<file path="src/rtl/approx_adder_error_monitor_pkg.sv">
// rtl/approx_adder_error_monitor_pkg.sv - shared FSM type and width helper for the approximate adder error monitor
package approx_eval_pkg;

  typedef enum logic [1:0] {
    IDLE,
    RUN,
    DRAIN,
    DONE
  } mon_state_e;

  // Width able to hold every count from 0 up to and including window.
  function automatic int cnt_w(input int window);
    return $clog2(window + 1);
  endfunction

endpackage

</file>
<file path="src/rtl/approx_adder_error_monitor_if.sv">
// rtl/approx_adder_error_monitor_if.sv - sample and result handshake bundle of the error monitor
interface approx_adder_error_monitor_if #(
  parameter int N      = 8,
  parameter int WINDOW = 256
);
  import approx_eval_pkg::*;

  localparam int CNT_W = cnt_w(WINDOW);
  localparam int EDS_W = N + CNT_W;

  logic             start;
  logic             in_valid;
  logic             in_ready;
  logic [N-1:0]     a;
  logic [N-1:0]     b;
  logic [N-1:0]     approx_sum;
  logic             result_valid;
  logic             result_ready;
  logic [CNT_W-1:0] err_count;
  logic [EDS_W-1:0] ed_sum;
  logic [N-1:0]     ed_max;
  logic [CNT_W-1:0] sample_count;

  modport master (
    output start, in_valid, a, b, approx_sum, result_ready,
    input  in_ready, result_valid, err_count, ed_sum, ed_max, sample_count
  );

  modport slave (
    input  start, in_valid, a, b, approx_sum, result_ready,
    output in_ready, result_valid, err_count, ed_sum, ed_max, sample_count
  );

endinterface

</file>
<file path="src/rtl/approx_adder_error_monitor_ed_stage.sv">
// rtl/approx_adder_error_monitor_ed_stage.sv - first pipeline stage: exact sum and error distance per sample
module approx_ed_stage #(
  parameter int N = 8
) (
  input  logic         clk,
  input  logic         rst,
  input  logic         vld_i,
  input  logic [N-1:0] a,
  input  logic [N-1:0] b,
  input  logic [N-1:0] approx_sum,
  output logic         vld_o,
  output logic [N-1:0] ed,
  output logic         err
);

  logic [N-1:0] exact;
  logic [N-1:0] dist_d;
  logic         vld_q;
  logic [N-1:0] ed_q;
  logic         err_q;

  // N-bit result keeps the sum modulo 2^N; the dropped carry never counts as an error.
  assign exact  = a + b;
  assign dist_d = (exact >= approx_sum) ? (exact - approx_sum) : (approx_sum - exact);

  always_ff @(posedge clk) begin
    if (rst) begin
      vld_q <= 1'b0;
      ed_q  <= '0;
      err_q <= 1'b0;
    end else begin
      vld_q <= vld_i;
      if (vld_i) begin
        ed_q  <= dist_d;
        err_q <= (dist_d != '0);
      end
    end
  end

  assign vld_o = vld_q;
  assign ed    = ed_q;
  assign err   = err_q;

endmodule

</file>
<file path="src/rtl/approx_adder_error_monitor.sv">
// rtl/approx_adder_error_monitor.sv - windowed error statistics for an N-bit approximate adder
module approx_adder_error_monitor
  import approx_eval_pkg::*;
#(
  parameter int N      = 8,
  parameter int WINDOW = 256
) (
  input logic                          clk,
  input logic                          rst,
  approx_adder_error_monitor_if.slave  bus
);

  localparam int CNT_W = cnt_w(WINDOW);
  localparam int EDS_W = N + CNT_W;

  if (WINDOW < 1) begin : g_bad_window
    $error("WINDOW must be at least 1");
  end

  mon_state_e       state_q;
  logic             in_ready_q;
  logic             result_valid_q;
  logic [CNT_W-1:0] acc_cnt_q;
  logic [CNT_W-1:0] acc_cnt_d;
  logic             accept;
  logic             clear_acc;

  logic             s1_vld;
  logic [N-1:0]     s1_ed;
  logic             s1_err;

  logic [CNT_W-1:0] err_count_q;
  logic [EDS_W-1:0] ed_sum_q;
  logic [N-1:0]     ed_max_q;
  logic [CNT_W-1:0] sample_count_q;

  assign accept    = bus.in_valid & in_ready_q;
  assign acc_cnt_d = acc_cnt_q + CNT_W'(1);
  assign clear_acc = (state_q == IDLE) && bus.start;

  approx_ed_stage #(
    .N (N)
  ) u_s1 (
    .clk        (clk),
    .rst        (rst),
    .vld_i      (accept),
    .a          (bus.a),
    .b          (bus.b),
    .approx_sum (bus.approx_sum),
    .vld_o      (s1_vld),
    .ed         (s1_ed),
    .err        (s1_err)
  );

  always_ff @(posedge clk) begin
    if (rst) begin
      state_q        <= IDLE;
      in_ready_q     <= 1'b0;
      result_valid_q <= 1'b0;
      acc_cnt_q      <= '0;
    end else begin
      case (state_q)
        IDLE: begin
          if (bus.start) begin
            state_q    <= RUN;
            in_ready_q <= 1'b1;
            acc_cnt_q  <= '0;
          end
        end
        RUN: begin
          if (accept) begin
            acc_cnt_q <= acc_cnt_d;
            if (acc_cnt_d == CNT_W'(WINDOW)) begin
              state_q    <= DRAIN;
              in_ready_q <= 1'b0;
            end
          end
        end
        // The accumulators are the second stage, so an empty S1 means the window is complete.
        DRAIN: begin
          if (!s1_vld) begin
            state_q        <= DONE;
            result_valid_q <= 1'b1;
          end
        end
        DONE: begin
          if (bus.result_ready) begin
            state_q        <= IDLE;
            result_valid_q <= 1'b0;
          end
        end
        default: begin
          state_q        <= IDLE;
          in_ready_q     <= 1'b0;
          result_valid_q <= 1'b0;
        end
      endcase
    end
  end

  always_ff @(posedge clk) begin
    if (rst || clear_acc) begin
      err_count_q    <= '0;
      ed_sum_q       <= '0;
      ed_max_q       <= '0;
      sample_count_q <= '0;
    end else if (s1_vld) begin
      err_count_q    <= err_count_q + CNT_W'(s1_err);
      ed_sum_q       <= ed_sum_q + EDS_W'(s1_ed);
      sample_count_q <= sample_count_q + CNT_W'(1);
      if (s1_ed > ed_max_q) begin
        ed_max_q <= s1_ed;
      end
    end
  end

  assign bus.in_ready     = in_ready_q;
  assign bus.result_valid = result_valid_q;
  assign bus.err_count    = err_count_q;
  assign bus.ed_sum       = ed_sum_q;
  assign bus.ed_max       = ed_max_q;
  assign bus.sample_count = sample_count_q;

  a_ready_only_in_run : assert property (@(posedge clk) disable iff (rst)
    in_ready_q |-> (state_q == RUN));
  a_valid_only_in_done : assert property (@(posedge clk) disable iff (rst)
    result_valid_q == (state_q == DONE));
  a_count_bounded : assert property (@(posedge clk) disable iff (rst)
    sample_count_q <= CNT_W'(WINDOW));

endmodule
</file>
<file path="src/flat_wrapper.sv">
// flat-port wrapper written by rule: the top's interface ports become plain ports
module approx_adder_error_monitor_flat import approx_eval_pkg::*;
#(
  parameter int N      = 8,
  parameter int WINDOW = 256
)
  (clk, rst, bus_start, bus_in_valid, bus_a, bus_b, bus_approx_sum, bus_result_ready, bus_in_ready, bus_result_valid, bus_err_count, bus_ed_sum, bus_ed_max, bus_sample_count);
  approx_adder_error_monitor_if #(.N(N), .WINDOW(WINDOW)) bus_i ();
  input logic clk;
  input logic rst;
  input wire logic [$bits(bus_i.start)-1:0] bus_start;
  input wire logic [$bits(bus_i.in_valid)-1:0] bus_in_valid;
  input wire logic [$bits(bus_i.a)-1:0] bus_a;
  input wire logic [$bits(bus_i.b)-1:0] bus_b;
  input wire logic [$bits(bus_i.approx_sum)-1:0] bus_approx_sum;
  input wire logic [$bits(bus_i.result_ready)-1:0] bus_result_ready;
  output wire logic [$bits(bus_i.in_ready)-1:0] bus_in_ready;
  output wire logic [$bits(bus_i.result_valid)-1:0] bus_result_valid;
  output wire logic [$bits(bus_i.err_count)-1:0] bus_err_count;
  output wire logic [$bits(bus_i.ed_sum)-1:0] bus_ed_sum;
  output wire logic [$bits(bus_i.ed_max)-1:0] bus_ed_max;
  output wire logic [$bits(bus_i.sample_count)-1:0] bus_sample_count;
  assign bus_i.start = bus_start;
  assign bus_i.in_valid = bus_in_valid;
  assign bus_i.a = bus_a;
  assign bus_i.b = bus_b;
  assign bus_i.approx_sum = bus_approx_sum;
  assign bus_i.result_ready = bus_result_ready;
  assign bus_in_ready = bus_i.in_ready;
  assign bus_result_valid = bus_i.result_valid;
  assign bus_err_count = bus_i.err_count;
  assign bus_ed_sum = bus_i.ed_sum;
  assign bus_ed_max = bus_i.ed_max;
  assign bus_sample_count = bus_i.sample_count;
  approx_adder_error_monitor #(.N(N), .WINDOW(WINDOW)) u_core (.clk(clk), .rst(rst), .bus(bus_i));
endmodule
</file>
<file path="config.mk">
export PLATFORM = sky130hd
export DESIGN_NAME = approx_adder_error_monitor_flat
export DESIGN_NICKNAME = d
export VERILOG_FILES = /design/src/rtl/approx_adder_error_monitor_pkg.sv /design/src/rtl/approx_adder_error_monitor_if.sv /design/src/rtl/approx_adder_error_monitor_ed_stage.sv /design/src/rtl/approx_adder_error_monitor.sv /design/src/flat_wrapper.sv
export SDC_FILE = /design/constraint.sdc
export NUM_CORES = 1
export LEC_CHECK = 0
export BUFFER_PORTS_ARGS = -buffer_cell sky130_fd_sc_hd__buf_2
export CORE_UTILIZATION = 35
export DETAILED_ROUTE_END_ITERATION = 16
export PLACE_DENSITY = 0.51
export SYNTH_ARGS = -nofsm -noshare
export SYNTH_HDL_FRONTEND = slang
export SYNTH_HIERARCHICAL = 1
export SYNTH_SLANG_ARGS = --single-unit
</file>
<file path="constraint.sdc">
create_clock -name clk -period 5.9 [get_ports clk]
set_input_delay 0.295 -clock clk [delete_from_list [all_inputs] [get_ports clk]]
set_output_delay 0.295 -clock clk [all_outputs]
set_load 0.01 [all_outputs]
</file>
==> run_results.csv <==
group,metric,value,unit
sta,max_slew.worst_pin.slew,1.12,ns
power_and_ir_drop,p_leak,2.27,nW
clock_tree,clk_path_buf_depth,2,
grt,antenna_found_initial,0,
clock_tree,ctsResizeCount,0,
setup_path,critPathRequiredTime,6.12,ns
clock_tree,cts_tree,"done",
die,design.core.area,12100,sq um
clock_tree,root_buffer,"clkbuf_16",
power_and_ir_drop,vdd_ir_drop_max,0.140,mV
die,start_util,36.2,%
power_and_ir_drop,p_total,1.50,mW
die,dieHeight,114,um
status,status,"finished, final reports clean",
grt,grt_remaining_overflow,0,
grt,grt_pass1_wl,15.9,mm
sta,relSlewSlack,25.5,%
sta,hold_viol_final,0,
routing,drtIter0Drc,208,
synth,synth_cell_types,57,
power_and_ir_drop,powerDensity,289,nW/um^2
routing,ant_nets,0,
grt,grt_usage,15.2,%
setup_path,crit_fanout,7,
finish,syn_to_final_growth,18.5,%
run,cap_violations,0,
sta,timing.final.crit_share,63.0,%
clock_tree,hold_buffers,0,
sta,fmax,0.269,GHz
hold_path,holdPathStages,3,
finish,n_antenna_cell,0,
routing,remaining_drc_errors,0,
die,num_rows,40,
clock_tree,cts_buffers,9,
setup_path,crit_type,"primary input to flop",
finish,fin_util,42.9,%
synth,synthFlopType,"dfxtp_1",
grt,grt_max_degree,36,
sta,slew_viol_final,0,
setup_path,start_kind,"primary input",
routing,drt-wirelength-per-cell,12.4,um
synth,synth_area,4390,sq um
routing,via_per_inst,4.84,
die,die_w,114,um
routing,via_count,3676,
sta,rsz0062_at_grt,"false",
setup_path,cp.arrival,3.94,ns
finish,drive_above_1_share,17.4,%
routing,drt-pass1-iter-count,4,
synth,synth_edf_count,0,
clock_tree,clk_pin_slew,0.05,ns
die,pin_count,74,
finish,nNetsFinal,668,
routing,wirelength,9.40,mm
die,die-area,13000,sq um
hold_path,hold_class,"primary input to flop",
synth,syn-num-nets,599,
setup_path,reg2regPathDepth,8,
sta,min_period,3.72,ns
sta,finalSetupViolCount,0,
sta,finalClockSkew,0.00376,ns
synth,synth-seq-cells,66,
synth,ys_seq_area_share,30.1,%
clock_tree,cts-htree-levels,3,
placement,io_buffers,73,
setup_path,endpoint_kind,"flop",
clock_tree,clock_sinks,66,
synth,synth-async-reset-ratio,0,%
clock_tree,clkLatencyLatePin,0.33,ns
synth,ys.warnings.count,6,
synth,postSynthCellCount,519,
clock_tree,cts_setup_buffers,0,
finish,fillers,1238,
sta,final.setup.tns,0,ns
placement,dp_hpwl,7.24,mm
synth,avgSynthCellArea,8.45,sq um
grt,grt_pass1_vias,3502,
placement,globalplace.congestion,0.864,
==> state kept, by name, summed over array words and instances (netlist names) <==
name	flops
u_core/bus.err_count	9
u_core/u_s1/err	1
u_core/bus.ed_max	8
u_core/acc_cnt_q	9
u_core/u_s1/ed	8
u_core/bus.in_ready	1
u_core/u_s1/vld_o	1
u_core/bus.ed_sum	17
u_core/bus.result_valid	1
u_core/state_q	2
u_core/bus.sample_count	9
==> cells in the mapped netlist (5+ instances only) <==
cell,n,area (sq um)
nand4_1,15,93.8
o21ai_0,18,90.1
nand3_1,13,65.1
ha_1,47,588
a211oi_1,5,37.5
clkbuf_1,11,41.3
nor2_1,58,218
or3_1,5,31.3
a21oi_1,37,185
inv_1,38,143
nand2_1,43,161
o21bai_1,6,45.0
xnor2_1,16,140
dfxtp_1,66,1320
mux2i_1,26,260
a21o_1,11,82.6
and3_1,5,31.3
o21a_1,5,37.5
nor2b_1,6,37.5
xor2_1,26,228
==> routing by layer <==
metal	track usage (%)	part of all wire (%)
met5	0	0
met4	6.75	2.0
met3	3.29	3.7
met2	25.5	47
met1	18.6	47
==> final cells by class <==
type / instances / area, sq um / share of cell area [%]
multi-input combinational: 398 / 2850 / 54.8
sequential: 66 / 1320 / 25.4
timing repair buffer: 75 / 380 / 7.32
clock buffer: 10 / 239 / 4.60
tap: 168 / 210 / 4.04
inverter: 38 / 143 / 2.74
clock inverter: 5 / 55.1 / 1.06
==> worst max-delay path, cell delays in order <==
cell	delay, ns
buf_2	0.10
ha_1	0.21
fa_1	0.40
a21o_1	0.18
a21oi_1	0.25
o21bai_1	0.10
a21oi_1	0.18
xnor2_1	0.16
ha_1	0.34
nand2_1	0.17
o21ai_2	0.11
nor2_2	0.33
mux2i_1	0.27
xnor2_1	0.10
or4_1	0.47
o31a_1	0.28
==> cells in the final DEF, fill, tap and decap left out, types with 4 or more instances in the layout <==
| cell type | netlist | routed |
|---|---|---|
| dfxtp_1 | 66 | 66 |
| a21o_1 | 11 | 11 |
| ha_1 | 47 | 47 |
| buf_2 | 3 | 73 |
| nand3_1 | 13 | 13 |
| and3_1 | 5 | 5 |
| nor2b_1 | 6 | 6 |
| o21a_1 | 5 | 5 |
| clkbuf_16 | 0 | 9 |
| a21oi_1 | 37 | 37 |
| fa_1 | 4 | 4 |
| nor2_1 | 58 | 58 |
| xor2_1 | 26 | 26 |
| inv_1 | 38 | 38 |
| nand4_1 | 15 | 15 |
| a211oi_1 | 5 | 5 |
| nor3_1 | 4 | 4 |
| mux2i_1 | 26 | 26 |
| o21ai_0 | 18 | 18 |
| or3_1 | 5 | 5 |
| xnor2_1 | 16 | 16 |
| o21bai_1 | 6 | 6 |
| nand2_1 | 43 | 43 |
==> worst paths after layout <==
check / start / to / slack, ns
hold / removal: bus_start / u_core/bus.in_ready / 0.28
setup / recovery: bus_a[0] / u_core/u_s1/err / 2.18
setup reg to reg: u_core/u_s1/ed[0] / u_core/bus.ed_sum[16] / 3.64
hold reg to reg: u_core/bus.ed_max[2] / u_core/bus.ed_max[2] / 0.47
==> stage by stage <==
stage,cell area (sq um),hold WS (ns),cells,setup slack (ns)
floorplan,4390,0.458,519,2.26
global placement,4900,0.465,745,1.91
detailed placement,4900,0.466,745,1.82
CTS,5200,0.265,760,2.15
global route,5200,0.298,760,1.90
finish,5200,0.276,760,2.18
==> power breakdown <==
group	switching (mW)	total (mW)	internal, mW
registers	0.0251	0.495	0.470
clock network	0.192	0.526	0.334
logic	0.286	0.480	0.194
==> cells by family after synthesis <==
family / after synthesis / share of synthesized area [%]
XOR/XNOR: 42 / 8.39
multiplexers: 26 / 5.93
AO/OA/AOI/OAI: 102 / 15.3
adder cells (fa/ha/maj): 51 / 15.2
AND/OR/NAND/NOR: 177 / 20.1
buffers and inverters: 55 / 4.91
flip-flops: 66 / 30.1
Power figures use the tool's default switching activity.
